`config.mk`:
```
export PLATFORM = sky130hd
export DESIGN_NAME = stm1_deframer_flat
export DESIGN_NICKNAME = d
export VERILOG_FILES = /design/src/rtl/stm1_deframer_if.sv /design/src/rtl/stm1_deframer.sv /design/src/flat_wrapper.sv
export SDC_FILE = /design/constraint.sdc
export NUM_CORES = 1
export LEC_CHECK = 0
export ABC_AREA = 1
export CAP_MARGIN = 20
export CELL_PAD_IN_SITES_DETAIL_PLACEMENT = 2
export CELL_PAD_IN_SITES_GLOBAL_PLACEMENT = 2
export CORE_MARGIN = 2
export CORE_UTILIZATION = 33
export DETAILED_ROUTE_END_ITERATION = 6
export HOLD_SLACK_MARGIN = 0.02
export MAX_ROUTING_LAYER = met4
export PLACE_DENSITY = 0.76
export SETUP_SLACK_MARGIN = 0.15
export SYNTH_ARGS = -nofsm -noshare
export SYNTH_HDL_FRONTEND = slang
export SYNTH_SLANG_ARGS = --single-unit
```
`constraint.sdc`:
```
create_clock -name clk -period 2 [get_ports clk]
set_input_delay 0.5 -clock clk [delete_from_list [all_inputs] [get_ports clk]]
set_output_delay 0.5 -clock clk [all_outputs]
set_load 0.02 [all_outputs]
```
`src/rtl/stm1_deframer_if.sv`:
```
// rtl/stm1_deframer_if.sv - byte-in / payload-out bundle of the STM-1 deframer
interface stm1_deframer_if #(
    parameter int BYTE_W = 8
);
    logic [BYTE_W-1:0] in_data;
    logic              in_valid;
    logic [BYTE_W-1:0] out_data;
    logic              out_valid;
    logic              out_sof;
    logic              out_sor;
    logic [3:0]        out_row;
    logic [8:0]        out_col;
    logic              in_sync;
    logic              lof;
    logic              b1_err;

    modport master (
        output in_data, in_valid,
        input  out_data, out_valid, out_sof, out_sor, out_row, out_col,
        input  in_sync, lof, b1_err
    );

    modport slave (
        input  in_data, in_valid,
        output out_data, out_valid, out_sof, out_sor, out_row, out_col,
        output in_sync, lof, b1_err
    );
endinterface

```
`src/rtl/stm1_deframer.sv`:
```
// rtl/stm1_deframer.sv - STM-1 frame aligner and AU-4 payload extractor
// Optional BIP-8 (B1) check: define STM1_B1_CHECK_EN.
module stm1_deframer #(
    parameter int STM1_LENGTH    = 270,
    parameter int STM1_WIDTH     = 9,
    parameter int SOH_COLS       = 9,
    parameter int BYTE_W         = 8,
    parameter int FRAMES_TO_SYNC = 2,
    parameter int FRAMES_TO_LOSE = 4
) (
    input  logic            clk,
    input  logic            rst_n,
    stm1_deframer_if.slave  bus
);
    localparam int                SR_W       = 6 * BYTE_W;
    localparam logic [BYTE_W-1:0] A1         = BYTE_W'(8'hF6);
    localparam logic [BYTE_W-1:0] A2         = BYTE_W'(8'h28);
    localparam logic [SR_W-1:0]   FRAME_WORD = {A1, A1, A1, A2, A2, A2};
    localparam logic [8:0]        COL_LAST   = 9'(STM1_LENGTH - 1);
    localparam logic [3:0]        ROW_LAST   = 4'(STM1_WIDTH - 1);
    localparam logic [8:0]        SOH_LIMIT  = 9'(SOH_COLS);
    localparam logic [8:0]        CHECK_COL  = 9'd5;
    localparam logic [8:0]        ALIGN_COL  = 9'd6;
    localparam logic [7:0]        SYNC_GOAL  = 8'(FRAMES_TO_SYNC);
    localparam logic [7:0]        LOSE_GOAL  = 8'(FRAMES_TO_LOSE);

    typedef enum logic [1:0] {
        HUNT    = 2'd0,
        PRESYNC = 2'd1,
        SYNC    = 2'd2
    } state_t;

    state_t            state, state_next;
    logic [7:0]        good_cnt, good_next;
    logic [7:0]        bad_cnt, bad_next;
    logic              lof_q, lof_next;
    logic              load_align;

    logic [3:0]        row;
    logic [8:0]        col;
    logic [SR_W-1:0]   sr;
    logic [SR_W-1:0]   sr_shift;
    logic              word_hit;
    logic              check_pos;
    logic              emit;

    logic [BYTE_W-1:0] out_data_q;
    logic              out_valid_q;
    logic              out_sof_q;
    logic              out_sor_q;
    logic [3:0]        out_row_q;
    logic [8:0]        out_col_q;

    // The match includes the byte arriving this cycle.
    assign sr_shift  = {sr[SR_W-BYTE_W-1:0], bus.in_data};
    assign word_hit  = (sr_shift == FRAME_WORD);
    assign check_pos = (row == 4'd0) && (col == CHECK_COL);
    assign emit      = bus.in_valid && (state == SYNC) && (col >= SOH_LIMIT);

    always_ff @(posedge clk) begin
        if (!rst_n) begin
            state    <= HUNT;
            good_cnt <= 8'd0;
            bad_cnt  <= 8'd0;
            lof_q    <= 1'b0;
        end else begin
            state    <= state_next;
            good_cnt <= good_next;
            bad_cnt  <= bad_next;
            lof_q    <= lof_next;
        end
    end

    always_comb begin
        state_next = state;
        good_next  = good_cnt;
        bad_next   = bad_cnt;
        lof_next   = lof_q;
        load_align = 1'b0;
        if (bus.in_valid) begin
            case (state)
                HUNT: begin
                    // Any position is accepted while hunting.
                    if (word_hit) begin
                        load_align = 1'b1;
                        if (SYNC_GOAL <= 8'd1) begin
                            state_next = SYNC;
                            good_next  = 8'd0;
                            bad_next   = 8'd0;
                            lof_next   = 1'b0;
                        end else begin
                            state_next = PRESYNC;
                            good_next  = 8'd1;
                        end
                    end
                end
                PRESYNC: begin
                    if (check_pos) begin
                        if (!word_hit) begin
                            state_next = HUNT;
                            good_next  = 8'd0;
                        end else if (good_cnt + 8'd1 >= SYNC_GOAL) begin
                            state_next = SYNC;
                            good_next  = 8'd0;
                            bad_next   = 8'd0;
                            lof_next   = 1'b0;
                        end else begin
                            good_next = good_cnt + 8'd1;
                        end
                    end
                end
                SYNC: begin
                    if (check_pos) begin
                        if (word_hit) begin
                            bad_next = 8'd0;
                        end else if (bad_cnt + 8'd1 >= LOSE_GOAL) begin
                            state_next = HUNT;
                            bad_next   = 8'd0;
                            lof_next   = 1'b1;
                        end else begin
                            bad_next = bad_cnt + 8'd1;
                        end
                    end
                end
                default: state_next = HUNT;
            endcase
        end
    end

    always_ff @(posedge clk) begin
        if (!rst_n) begin
            row         <= 4'd0;
            col         <= 9'd0;
            sr          <= '0;
            out_data_q  <= '0;
            out_valid_q <= 1'b0;
            out_sof_q   <= 1'b0;
            out_sor_q   <= 1'b0;
            out_row_q   <= 4'd0;
            out_col_q   <= 9'd0;
        end else begin
            out_valid_q <= emit;
            out_sof_q   <= emit && (row == 4'd0) && (col == SOH_LIMIT);
            out_sor_q   <= emit && (col == SOH_LIMIT);
            if (emit) begin
                out_data_q <= bus.in_data;
                out_row_q  <= row;
                out_col_q  <= col - SOH_LIMIT;
            end
            if (bus.in_valid) begin
                sr <= sr_shift;
                if (load_align) begin
                    row <= 4'd0;
                    col <= ALIGN_COL;
                end else if (col == COL_LAST) begin
                    col <= 9'd0;
                    row <= (row == ROW_LAST) ? 4'd0 : row + 4'd1;
                end else begin
                    col <= col + 9'd1;
                end
            end
        end
    end

`ifdef STM1_B1_CHECK_EN
    logic [BYTE_W-1:0] b1_acc;
    logic [BYTE_W-1:0] b1_latched;
    logic              b1_started;
    logic              b1_armed;
    logic              b1_err_q;

    // b1_armed means b1_latched covers a whole frame that began while in SYNC.
    always_ff @(posedge clk) begin
        if (!rst_n) begin
            b1_acc     <= '0;
            b1_latched <= '0;
            b1_started <= 1'b0;
            b1_armed   <= 1'b0;
            b1_err_q   <= 1'b0;
        end else begin
            b1_err_q <= 1'b0;
            if (state != SYNC) begin
                b1_started <= 1'b0;
                b1_armed   <= 1'b0;
            end
            if (bus.in_valid) begin
                if (row == 4'd0 && col == 9'd0) begin
                    b1_latched <= b1_acc;
                    b1_acc     <= bus.in_data;
                    if (state == SYNC) begin
                        b1_started <= 1'b1;
                        b1_armed   <= b1_started;
                    end
                end else begin
                    b1_acc <= b1_acc ^ bus.in_data;
                end
                if (state == SYNC && b1_armed && row == 4'd1 && col == 9'd0) begin
                    b1_err_q <= (bus.in_data != b1_latched);
                end
            end
        end
    end

    assign bus.b1_err = b1_err_q;
`else
    assign bus.b1_err = 1'b0;
`endif

    assign bus.out_data  = out_data_q;
    assign bus.out_valid = out_valid_q;
    assign bus.out_sof   = out_sof_q;
    assign bus.out_sor   = out_sor_q;
    assign bus.out_row   = out_row_q;
    assign bus.out_col   = out_col_q;
    assign bus.in_sync   = (state == SYNC);
    assign bus.lof       = lof_q;
endmodule

```
`src/flat_wrapper.sv`:
```
// flat-port wrapper written by rule: the top's interface ports become plain ports
module stm1_deframer_flat 
#(
    parameter int STM1_LENGTH    = 270,
    parameter int STM1_WIDTH     = 9,
    parameter int SOH_COLS       = 9,
    parameter int BYTE_W         = 8,
    parameter int FRAMES_TO_SYNC = 2,
    parameter int FRAMES_TO_LOSE = 4
)
  (clk, rst_n, bus_in_data, bus_in_valid, bus_out_data, bus_out_valid, bus_out_sof, bus_out_sor, bus_out_row, bus_out_col, bus_in_sync, bus_lof, bus_b1_err);
  stm1_deframer_if #(.BYTE_W(BYTE_W)) bus_i ();
  input  logic clk;
  input  logic rst_n;
  input wire logic [$bits(bus_i.in_data)-1:0] bus_in_data;
  input wire logic [$bits(bus_i.in_valid)-1:0] bus_in_valid;
  output wire logic [$bits(bus_i.out_data)-1:0] bus_out_data;
  output wire logic [$bits(bus_i.out_valid)-1:0] bus_out_valid;
  output wire logic [$bits(bus_i.out_sof)-1:0] bus_out_sof;
  output wire logic [$bits(bus_i.out_sor)-1:0] bus_out_sor;
  output wire logic [$bits(bus_i.out_row)-1:0] bus_out_row;
  output wire logic [$bits(bus_i.out_col)-1:0] bus_out_col;
  output wire logic [$bits(bus_i.in_sync)-1:0] bus_in_sync;
  output wire logic [$bits(bus_i.lof)-1:0] bus_lof;
  output wire logic [$bits(bus_i.b1_err)-1:0] bus_b1_err;
  assign bus_i.in_data = bus_in_data;
  assign bus_i.in_valid = bus_in_valid;
  assign bus_out_data = bus_i.out_data;
  assign bus_out_valid = bus_i.out_valid;
  assign bus_out_sof = bus_i.out_sof;
  assign bus_out_sor = bus_i.out_sor;
  assign bus_out_row = bus_i.out_row;
  assign bus_out_col = bus_i.out_col;
  assign bus_in_sync = bus_i.in_sync;
  assign bus_lof = bus_i.lof;
  assign bus_b1_err = bus_i.b1_err;
  stm1_deframer #(.STM1_LENGTH(STM1_LENGTH), .STM1_WIDTH(STM1_WIDTH), .SOH_COLS(SOH_COLS), .BYTE_W(BYTE_W), .FRAMES_TO_SYNC(FRAMES_TO_SYNC), .FRAMES_TO_LOSE(FRAMES_TO_LOSE)) u_core (.clk(clk), .rst_n(rst_n), .bus(bus_i));
endmodule
```
* After elaboration in Yosys (flattened, before gate mapping)
Cells that the tools add are included.
Storage, ports and cells: register bits after elaboration 96, input bits 11, output and inout port bits 27
Cells by class: equality and inequality tests 15, reductions and logical operators 16, magnitude comparators 3, mux-type cells 35, add/sub/neg operators 5
Operator list (number):
- $mux 8 | 10
- $eq 48x48->1 const B | 1
- $pmux 8 s2 | 2
- $mux 9 | 2
- $add 8x1->8 const B | 2
- $mux 2 | 7
- $mux 4 | 3
- $ne 2x1->1 const B | 6
- $add 9x1->9 const B | 1
- $eq 9x3->1 const B | 1
- $eq 9x4->1 const B | 1
- $eq 9x9->1 const B | 1
- $ge 9x4->1 const B | 1
- $mux 1 | 9
- $sub 9x4->9 const B | 1
- $ge 8x2->1 const B | 1
- $ge 8x3->1 const B | 1
- $reduce_and 8->1 | 1
- $reduce_and 7->1 | 1
- $logic_and 1x1->1 | 6
- $pmux 2 s3 | 1
- $reduce_and 6->1 | 1
- $reduce_bool 2->1 | 3
- $add 4x1->4 const B | 1
- other kinds (10) | 10

* Logic depth before layout (Yosys ltp)
Gate-level depths: netlist of the first run.
word-level depth 6, depth in mapped cells 13, gate-level depth less buffers 13

* Worst setup path before layout of the first run
OpenSTA, ideal clock, no wires.
path type input to register, start input port bus_in_data[6], end register u_core.col[7], stages on the path 12, arrival time 1.502 ns, setup slack 0.383 ns, data required time 1.885 ns, path buffers 0, cell sequence nor2_1 -> nand2_1 -> nor2_1 -> nand2_1 -> nor2_1 -> nand2_1 -> nor2_1 -> nand2_1 -> nand2_1 -> inv_2 -> nand2_4 -> nor2_1
On the way: cells in the longest elaborated chain, start to end 5
RTL lines:
- from (decl) | line flat_wrapper.sv:15 | input wire logic [$bits(bus_i.in_data)-1:0] bus_in_data;
- $eq 48x48->1 | line stm1_deframer.sv:56 | assign word_hit = (sr_shift == FRAME_WORD);
- $mux 1 | line stm1_deframer.sv:84 | if (word_hit) begin
- $mux 1 | line stm1_deframer.sv:81 | case (state)
- $mux 1 | line stm1_deframer.sv:80 | if (bus.in_valid) begin
- $mux 9 | line stm1_deframer.sv:152 | if (load_align) begin
- to (signal assigned) | line stm1_deframer.sv:159 | col <= col + 9'd1;
- to (decl) | line stm1_deframer.sv:40 | logic [8:0] col;
Every way passes these cells. A chain may end at the register's enable or synchronous reset.

* Worst setup path after layout of the first run
start input port bus_in_data[6], end register u_core.state[1]
On the way: cells in the longest elaborated chain, start to end 4
RTL lines:
- $eq 48x48->1 * | line stm1_deframer.sv:56
- $mux 2 | line stm1_deframer.sv:99 | if (!word_hit) begin
- $mux 2 | line stm1_deframer.sv:98 | if (check_pos) begin
- $pmux 2 s3 | line stm1_deframer.sv:81
- to (signal assigned) | line stm1_deframer.sv:67 | state <= state_next;
- to (decl) | line stm1_deframer.sv:33 | state_t state, state_next;
Every way passes the cells marked *; elsewhere a longest branch is shown, timed or not. The select of a mux whose other input is x is not followed.

==> impl_metrics.ini, run 1 <==
[sta]
period_share_pct = 97.47
min_period_ps = 1949
setup_violations = 0
fin_skew_ps = 6.706
hold_viol_final = 0
fmax_mhz = 513.0
setup_ws_ps = 50.53
slew_violations = 0
rsz0062_at_grt = yes

[clocking]
cts_buffers = 9
cts_max_level = 3
cts_num_sinks = 96
clk_pin_slew_ps = 60
cts_buffer_depth = 2
postCtsHoldBufs = 0
clock_latency_ps = 350
cts_tree = done
root_buffer = clkbuf_16

[finish]
nets = 740
fillerInstances = 1510
area_growth_pct = 34.31
drive_gt1_share_pct = 24.48
diodes = 0
fin_util_pct = 45.75

[critical_path]
ff2ff_path_depth = 12
required_ps = 2230
ff2ff_setup_slack_ps = 80
timing.rr.end = u_core.state[1]
cp.arrival_ps = 2180
cp_max_fo = 4
critPathKind = in -> reg
r2r_start = u_core.sr[37]
critPathLaunchType = primary input
cp-end-kind = flip-flop

[detailed_routing]
dr.pass1.iters = 4
route.detailed.drc = 0
routedWlPerCell_um = 18.95
drtIter0Drc = 176
drtAntennaViolNets = 0
finalWirelength_um = 17040
dr_total_vias = 4556
vias_per_cell = 5.068

[global_route]
antenna_found_initial = 0
grt_pass1_wl_um = 24530
grtUsageTotal_pct = 21.60
gr-total-overflow = 0
grt_pass1_vias = 4807
grt_start_max_net_pins = 54

[power_and_ir_drop]
p_leak_nw = 2.689
power.density_mw_per_mm2 = 692.3
ir_drop_uv = 310.5

[floorplan]
io_pins = 38
start_util_pct = 34.06
dieArea_mm2 = 0.01473
rows = 42
die_w_um = 121.4
placeableCoreArea_mm2 = 0.01335
die_y_um = 121.4

[synthesis]
yosysSeqAreaShare_pct = 42.27
synthCells = 644
synth_cell_types = 37
avgSynthCellArea_um2 = 7.060
synth_area_mm2 = 0.004547
syn_nets = 666
synth-simple-area-share_pct = 29.03
synth_top_family_by_area = simple AND/OR/NAND/NOR gates
synthMuxAreaShare_pct = 0
yosys_register_bits = 96
yosysWarnings = 0
synth-xor-area-share_pct = 2.504
synth_fa_ha_area_share_pct = 3.027
synth_compound_area_share_pct = 13.59

[flow_run]
max_cap_violations = 0

[placed_design]
pre_cts_ws_ps = -445.1
portBuffers = 36
dp_hpwl_um = 9961
place_congestion = 0.7874

[min_path]
hold_end = u_core.bad_cnt[7]
hp-class = reg -> reg
hp-start = u_core.bad_cnt[7]
hold_depth = 2

[status]
status = finished, final reports clean
[sequential cells by signal, indices dropped and copies added (netlist names), 4 cells and up]
name and flops:
u_core.bad_cnt 8, u_core.bus.out_col 9, u_core.bus.out_data 8, u_core.bus.out_row 4, u_core.col 9, u_core.good_cnt 8
u_core.row 4, u_core.sr 40
[cells by family (layout without fill, tap and decap cells)]
kind of cell	count (synthesis)	in the layout
AOI/OAI and AO/OA	116	116
xor gates and xnor gates	13	13
adders and majority gates	11	11
buffers and inverters	108	186
DFF	96	96
other	1	1
and+or+nand+nor	299	300
[placed cells by master (no fill, tap or decap), drive strengths merged]
| master | netlist | routed |
|---|---|---|
| nor2 | 131 | 131 |
| nand2 | 98 | 98 |
| dfxtp | 96 | 96 |
| inv | 83 | 83 |
| o21ai | 66 | 66 |
| buf | 8 | 49 |
| nand3 | 44 | 45 |
| a21oi | 42 | 42 |
| clkdlybuf4s50 | 0 | 20 |
| xor2 | 13 | 13 |
| clkbuf | 17 | 13 |
| ha | 11 | 11 |
| nand4 | 10 | 10 |
| dlygate4sd2 | 0 | 9 |
| nor3 | 8 | 8 |
| dlymetal6s2s | 0 | 5 |
| or2 | 4 | 4 |
| a31oi | 3 | 3 |
| clkinvlp | 0 | 2 |
| o21bai | 2 | 2 |
| a211oi | 2 | 2 |
| bufinv | 0 | 2 |
| nor3b | 2 | 2 |
| clkinv | 0 | 2 |
| o211ai | 1 | 1 |
| nand3b | 1 | 1 |
| nor4 | 1 | 1 |
| conb | 1 | 1 |
| clkdlybuf4s15 | 0 | 1 |
[area by class of cell]
type                       count  area, um2  share of cell area [%]
inverter                      83      325.3                   5.327
multi-input combinational    441       2462                   40.32
sequential                    96       1943                   31.82
tap                          176      220.2                   3.606
timing repair buffer          87      837.1                   13.71
clock buffer                  10      229.0                   3.749
clock inverter                 6      90.09                   1.475
[stage by stage]
stage / hold WS, ps / cells / setup TNS, ps / total power [mW] / instance area, um2
after floorplan: 435.9 / 644 / 0 / 2.212 / 4547
after global routing: 502.2 / 899 / -42.79 / 4.375 / 6107
after CTS: 470.4 / 886 / 0 / 4.232 / 5709
after detailed placement: 461.3 / 868 / -9647 / 2.327 / 5305
after global placement: 451.9 / 868 / -7404 / 2.309 / 5305
final: 474.1 / 899 / 0 / 4.228 / 6107
[synth_stat cells (all sizes together)]
cell type | instances | area (um2)
o21ai | 66 | 337.8
clkbuf | 17 | 63.81
nor3 | 8 | 50.05
nor3b | 2 | 15.01
nand2 | 98 | 375.4
inv | 83 | 311.5
a31oi | 3 | 18.77
buf | 8 | 56.29
xor2 | 13 | 113.9
dfxtp | 96 | 1922
conb | 1 | 3.750
a211oi | 2 | 20.02
nand3 | 44 | 242.7
o21bai | 2 | 15.01
ha | 11 | 137.6
o211ai | 1 | 12.51
a21oi | 42 | 214.0
nor4 | 1 | 12.51
nand4 | 10 | 62.56
or2 | 4 | 25.03
nand3b | 1 | 7.510
nor2 | 131 | 529.3
[worst max-delay path: stages]
cell and delay, ps:
dlygate4sd2_1 270, nor2_2 130, nand2_2 80, inv_1 90
nand2_1 90, nor2_2 160, nand2_2 90, nor2_4 130
nand2_2 80, nor2_2 170, nor2_4 60, a21oi_1 210
nor2_1 110
[worst max path at each step]
stage | start | end | slack [ps]
2_1_floorplan | bus_in_data[6] | u_core.col[7] | 380
3_3_place_gp | bus_in_data[5] | u_core.state[0] | -340
3_5_place_dp | bus_in_data[5] | u_core.state[0] | -450
4_1_cts | u_core.col[1] | u_core.bus.out_col[5] | 120
5_1_grt | u_core.sr[37] | u_core.state[1] | -40
6_report | bus_in_data[6] | u_core.state[1] | 50
[report_power, final]
group	switching (mW)	internal [mW]	total, mW
registers	0.0477	1.97	2.02
logic	0.200	0.110	0.310
clock network	0.798	1.10	1.90
[per-layer routing]
layer | global-route usage (%) | up-vias | wire length [um]
met2 | 36.10 | 49 | 8831
li1 | - | 2203 | -
met1 | 26.51 | 2284 | 7582
met4 | 8.549 | 0 | 363
met5 | - | - | 0
met3 | 2.820 | 20 | 262
[repair_timing]
item                       4_1_cts  5_1_grt
buffers inserted                 1        7
gates resized for setup         36       93
cloned                           1        6
pin swaps                       15       23
setup endpoints to repair       51       58
Power figures use the tool's default switching activity.
==> inputs of run 2 (changes only) <==
--- a/config.mk
+++ b/config.mk
@@ -10,11 +10,11 @@
 export CELL_PAD_IN_SITES_DETAIL_PLACEMENT = 2
 export CELL_PAD_IN_SITES_GLOBAL_PLACEMENT = 2
 export CORE_MARGIN = 2
-export CORE_UTILIZATION = 33
+export CORE_UTILIZATION = 30
 export DETAILED_ROUTE_END_ITERATION = 6
 export HOLD_SLACK_MARGIN = 0.02
 export MAX_ROUTING_LAYER = met4
-export PLACE_DENSITY = 0.76
+export PLACE_DENSITY = 0.73
 export SETUP_SLACK_MARGIN = 0.15
 export SYNTH_ARGS = -nofsm -noshare
 export SYNTH_HDL_FRONTEND = slang
==> constraint.sdc (replaced) <==
create_clock -name clk -period 1.76 [get_ports clk]
set_input_delay 0.44 -clock clk [delete_from_list [all_inputs] [get_ports clk]]
set_output_delay 0.44 -clock clk [all_outputs]
set_load 0.02 [all_outputs]
==> run 2 against run 1 <==
  * Sequential share of layout area shrank 3.8 points
  * First-iteration DRC count up 72%
  * Core utilization up 2.2 points
  * Largest power group unchanged
  * Worst hold slack worse by 47 ps
  * Register-to-register slack got worse by 340 ps
  * The flow now finishes with violations (negative setup slack)
  * Clock-buffer cell count is 2 higher
  * Worst setup slack got worse by 310 ps
  * Sequential cell count unchanged
  * Wire length up 30%
  * Non-clock buffer count is 36 higher
  * Largest cell class unchanged
==> impl_metrics.ini, run 2 (same netlist as run 1, synthesis figures left out) <==
[placed_design]
placed_cells = 891
placedInstanceArea_mm2 = 0.005428
portBuffers = 36
dp_hpwl_um = 10190
place_congestion = 0.8431

[sta]
rsz0062_at_grt = yes
period_share_pct = 114.8
hold_viol_final = 0
setup_violations = 51
min_period_ps = 2021
setup_ws_ps = -260.9
fmax_mhz = 494.8
slew_violations = 0
fin_skew_ps = 15.14

[clocking]
cts_max_level = 3
clk_pin_slew_ps = 70
cts_tree = done
cts_buffers = 9
cts_num_sinks = 96
cts_buffer_depth = 2
clock_latency_ps = 370
root_buffer = clkbuf_16
postCtsHoldBufs = 0

[flow_run]
max_cap_violations = 0

[finish]
top_register = u_core.sr
multi_input_area_mm2 = 0.002999
mostFrequentLayoutCell = nor2_1
fillerInstances = 1572
diodes = 0
area_growth_pct = 54.32
drive_gt1_share_pct = 42.76
nets = 777
largest_register_ffs = 40
fin_util_pct = 47.92
fin_area_mm2 = 0.007017
instances_no_fill = 944
layout_common_cells = 89 x nor2_1, 67 x dfxtp_1, 66 x nand2_1
regArea_mm2 = 0.001966

[detailed_routing]
highest_layer = met4
wl_met2_um = 11600
finalWirelength_um = 22110
vias_per_cell = 5.215
drtIter0Drc = 303
routedWlPerCell_um = 23.42
dr.pass1.iters = 4
drtAntennaViolNets = 0
route.detailed.drc = 0
routed-wl-met3_um = 731
dr_total_vias = 4923
wl_met1_um = 8993

[global_route]
gr-total-overflow = 0
grtUsageTotal_pct = 24.46
antenna_found_initial = 0
grt_pass1_vias = 5475
grt_start_max_net_pins = 56
grt_pass1_wl_um = 30020

[power_and_ir_drop]
p_leak_nw = 3.055
p_total_mw = 4.959
power.density_mw_per_mm2 = 706.7
ir_drop_uv = 431.0

[floorplan]
io_pins = 38
placeableCoreArea_mm2 = 0.01464
dieArea_mm2 = 0.01616
start_util_pct = 31.05
rows = 44
die_y_um = 127.1
die_w_um = 127.1

[critical_path]
critPathKind = reg -> reg
cp-end-kind = flip-flop
cp.arrival_ps = 2290
critPathLaunchType = flip-flop
cp_max_fo = 3
required_ps = 2030

[status]
status = complete, but fails checks
violations = negative setup slack

[min_path]
hp-class = in -> reg
## run 2: cell types whose count changed in the layout (fill, tap and decap cells not counted), sizes merged
| cell | previous run | this run |
|---|---|---|
| nand2 | 98 | 99 |
| dlymetal6s2s | 5 | 0 |
| bufinv | 2 | 1 |
| buf | 49 | 89 |
| clkinv | 2 | 3 |
| dlygate4sd2 | 9 | 31 |
| clkbuf | 13 | 14 |
| clkinvlp | 2 | 1 |
| clkdlybuf4s50 | 20 | 0 |
| inv | 83 | 82 |
## run 2: final timing paths
path / start / end / slack (ps) / depth (start not counted)
worst max-delay path: u_core.sr[20] / u_core.good_cnt[0] / -260 / 10
worst min-delay path: bus_in_data[6] / u_core.bus.out_data[6] / 430 / 3
worst max register to register: u_core.sr[20] / u_core.good_cnt[0] / -260 / 10
worst min register to register: u_core.bad_cnt[7] / u_core.bad_cnt[7] / 460 / 2
## run 2: cell type report
cell class / count / share of cell area [%]
multi-input combinational: 442 / 42.74
sequential: 96 / 28.01
timing repair buffer: 123 / 16.57
inverter: 83 / 4.868
clock buffer: 12 / 3.798
tap: 184 / 3.281
clock inverter: 4 / 0.7311
## run 2: worst max-delay path, stage by stage (launching register included)
cell and delay [ps]:
dfxtp_1 370, nand2_1 90, nor2_1 230, nand2_1 150
nor2_2 170, nand2_2 120, buf_6 140, buf_4 130
nor3_1 240, nor3b_2 100, nor2_1 190
## run 2: repair_timing
action,CTS,global route
cloned,6,0
setup buffers,21,11
gates resized for setup,196,146
endpoints found under the setup margin,82,58
pin swaps,42,44
## run 2: routing by layer
layer,track usage (%),vias up
li1,-,2277
met4,7.563,0
met2,44.34,119
met5,-,-
met1,27.78,2470
met3,3.727,57
## run 2: power by group
group | switching [mW] | leakage, nW | internal, mW
logic | 0.312 | 2.11 | 0.173
clock network | 0.951 | 0.155 | 1.22
registers | 0.0633 | 0.795 | 2.24
## run 2: stage by stage
step	hold WS [ps]	setup slack (ps)	setup TNS, ps
after floorplan	435.9	162.4	0
after global placement	453.3	-605.3	-24650
after detailed placement	457.6	-693.7	-30440
after CTS	455.8	-9.198	-14.90
after global routing	415.9	-330.7	-8340
final	427.2	-260.9	-4285
==> inputs of run 3 (changes only) <==
--- a/config.mk
+++ b/config.mk
@@ -6,15 +6,15 @@
 export NUM_CORES = 1
 export LEC_CHECK = 0
 export ABC_AREA = 1
-export CAP_MARGIN = 20
+export CAP_MARGIN = 0
 export CELL_PAD_IN_SITES_DETAIL_PLACEMENT = 2
 export CELL_PAD_IN_SITES_GLOBAL_PLACEMENT = 2
 export CORE_MARGIN = 2
-export CORE_UTILIZATION = 30
+export CORE_UTILIZATION = 33
 export DETAILED_ROUTE_END_ITERATION = 6
 export HOLD_SLACK_MARGIN = 0.02
 export MAX_ROUTING_LAYER = met4
-export PLACE_DENSITY = 0.73
+export PLACE_DENSITY = 0.76
 export SETUP_SLACK_MARGIN = 0.15
 export SYNTH_ARGS = -nofsm -noshare
 export SYNTH_HDL_FRONTEND = slang
==> constraint.sdc (replaced) <==
create_clock -name clk -period 2.3 [get_ports clk]
set_input_delay 0.575 -clock clk [delete_from_list [all_inputs] [get_ports clk]]
set_output_delay 0.575 -clock clk [all_outputs]
set_load 0.02 [all_outputs]
==> run 3 against run 2 <==
  * The run now ends clean
  * Non-clock buffer count fell by 55
  * Wire length is 35% lower
  * Combinational power down 52%
  * Critical path depth is 2 lower
  * Total power shrank 30%
  * First-iteration DRC count down 30%
  * Critical endpoint is now u_core.col[8]
  * Die area decreased by 8.8%
  * Clock-buffer cell count grew 1
  * Worst hold slack better by 52 ps
  * Sequential share of layout area is 5.8 points higher
  * Clock power down 32%
==> impl_metrics.ini, run 3 (same netlist as run 1, synthesis figures left out) <==
[status]
status = finished, final reports clean

[clocking]
clk_pin_slew_ps = 70
cts_buffer_depth = 2
clock_latency_ps = 350
cts_buffers = 9
cts_tree = done
cts_max_level = 3
postCtsHoldBufs = 0
root_buffer = clkbuf_16
cts_num_sinks = 96

[floorplan]
placeableCoreArea_mm2 = 0.01335
dieArea_mm2 = 0.01473
die_y_um = 121.4
start_util_pct = 34.06
rows = 42
die_w_um = 121.4
io_pins = 38

[power_and_ir_drop]
swShare_pct = 24.42
p_switching_mw = 0.8437
p_clk_share_pct = 42.6
p_int_mw = 2.611
combPwrFrac_pct = 6.7
ir_drop_uv = 305.2
p_seq_share_pct = 50.7
power.density_mw_per_mm2 = 607.9
p_leak_nw = 2.513

[finish]
mostFrequentLayoutCell = nor2_1
largest_register_ffs = 40
nets = 720
drive_gt1_share_pct = 14.39
top_register = u_core.sr
area_growth_pct = 24.99
diodes = 0
layout_common_cells = 112 x nor2_1, 96 x dfxtp_1, 90 x nand2_1

[sta]
setup_ws_ps = 276.8
rsz0062_at_grt = no
fin_skew_ps = 6.615
min_period_ps = 2023
slew_violations = 0
hold_viol_final = 0
period_share_pct = 87.97
setup_violations = 0
holdWs_ps = 478.8
fmax_mhz = 494.3

[min_path]
hp-class = reg -> reg

[placed_design]
place_congestion = 0.7570
dp_hpwl_um = 10050
pre_cts_ws_ps = -269.6
portBuffers = 36

[critical_path]
worstPathCellList = clkdlybuf4s50_1 > inv_1 > buf_4 > nor3_2 > nand3_1 > nor3_2 > xor2_1 > nor2_1
cpPeakStageDelay_ps = 530
cp_max_fo = 4
cp_slowest_cell = clkdlybuf4s50_1
critPathKind = in -> reg
cp.arrival_ps = 2260
required_ps = 2540
critPathMostFrequentCell = nor3_2
critPathLaunchType = primary input
cp-end-kind = flip-flop

[global_route]
grt_pass1_wl_um = 23650
gr-total-overflow = 0
grtUsageTotal_pct = 20.89
grt_start_max_net_pins = 53
antenna_found_initial = 0
grt_pass1_vias = 4824

[detailed_routing]
finalWirelength_um = 14410
drtIter0Drc = 211
drtAntennaViolNets = 0
dr_total_vias = 4345
dr.pass1.iters = 4
vias_per_cell = 4.949
routedWlPerCell_um = 16.42
route.detailed.drc = 0

[flow_run]
max_cap_violations = 0
## run 3: repair_timing
item,4_1_cts,5_1_grt
cloned,0,0
setup buffers,2,0
endpoints found under the setup margin,4,24
resized for setup,7,33
pin swaps,5,14
## run 3: power by group through the flow
stage,Combinational (mW),Clock [mW],Sequential (mW)
5_1_grt,0.267,1.59,1.76
3_5_place_dp,0.230,0,1.79
6_report,0.233,1.47,1.75
2_1_floorplan,0.150,0,1.77
3_3_place_gp,0.218,0,1.78
4_1_cts,0.234,1.52,1.75
## run 3: area by class of cell
cell class / count / area (um2)
Clock buffer: 13 / 270.3
Clock inverter: 2 / 13.76
Fill cell: 1602 / 7665
Inverter: 83 / 311.5
Multi-Input combinational cell: 440 / 2302
Sequential cell: 96 / 1922
Tap cell: 176 / 220.2
Timing Repair Buffer: 68 / 643.1
## run 3: layer usage
layer | wire [um] | GRT usage, % | part of all wire (%)
met2 | 7242 | 36.03 | 50
met5 | 0 | - | 0
met4 | 195 | 6.753 | 1.4
met1 | 6750 | 25.33 | 47
met3 | 225 | 2.726 | 1.6
## run 3: stage by stage
step                      util, %  power [mW]  cell area (um2)  std cells  setup TNS (ps)
after floorplan                 -       1.924             4547        644               0
after global placement      39.35       2.001             5253        861           -1117
after detailed placement    39.35       2.017             5253        861           -3465
after CTS                   41.71       3.503             5568        878               0
after global routing        42.58       3.612             5683        878               0
final                       42.58       3.455             5683        878               0
## run 3: path summary, 6_finish.rpt
path | startpoint | to | slack [ps] | cells past startpoint
max | bus_in_valid | u_core.col[8] | 280 | 8
min | u_core.bus.out_data[6] | u_core.bus.out_data[6] | 480 | 2
max reg2reg | u_core.row[0] | u_core.state[0] | 310 | 11
min reg2reg | u_core.bus.out_data[6] | u_core.bus.out_data[6] | 480 | 2
## run 3: worst max-delay path, delay by kind of cell
kind	cells	cell delay [ps]
xor gates and xnor gates	1	230
buffers and inverters	3	780
and+or+nand+nor	4	660
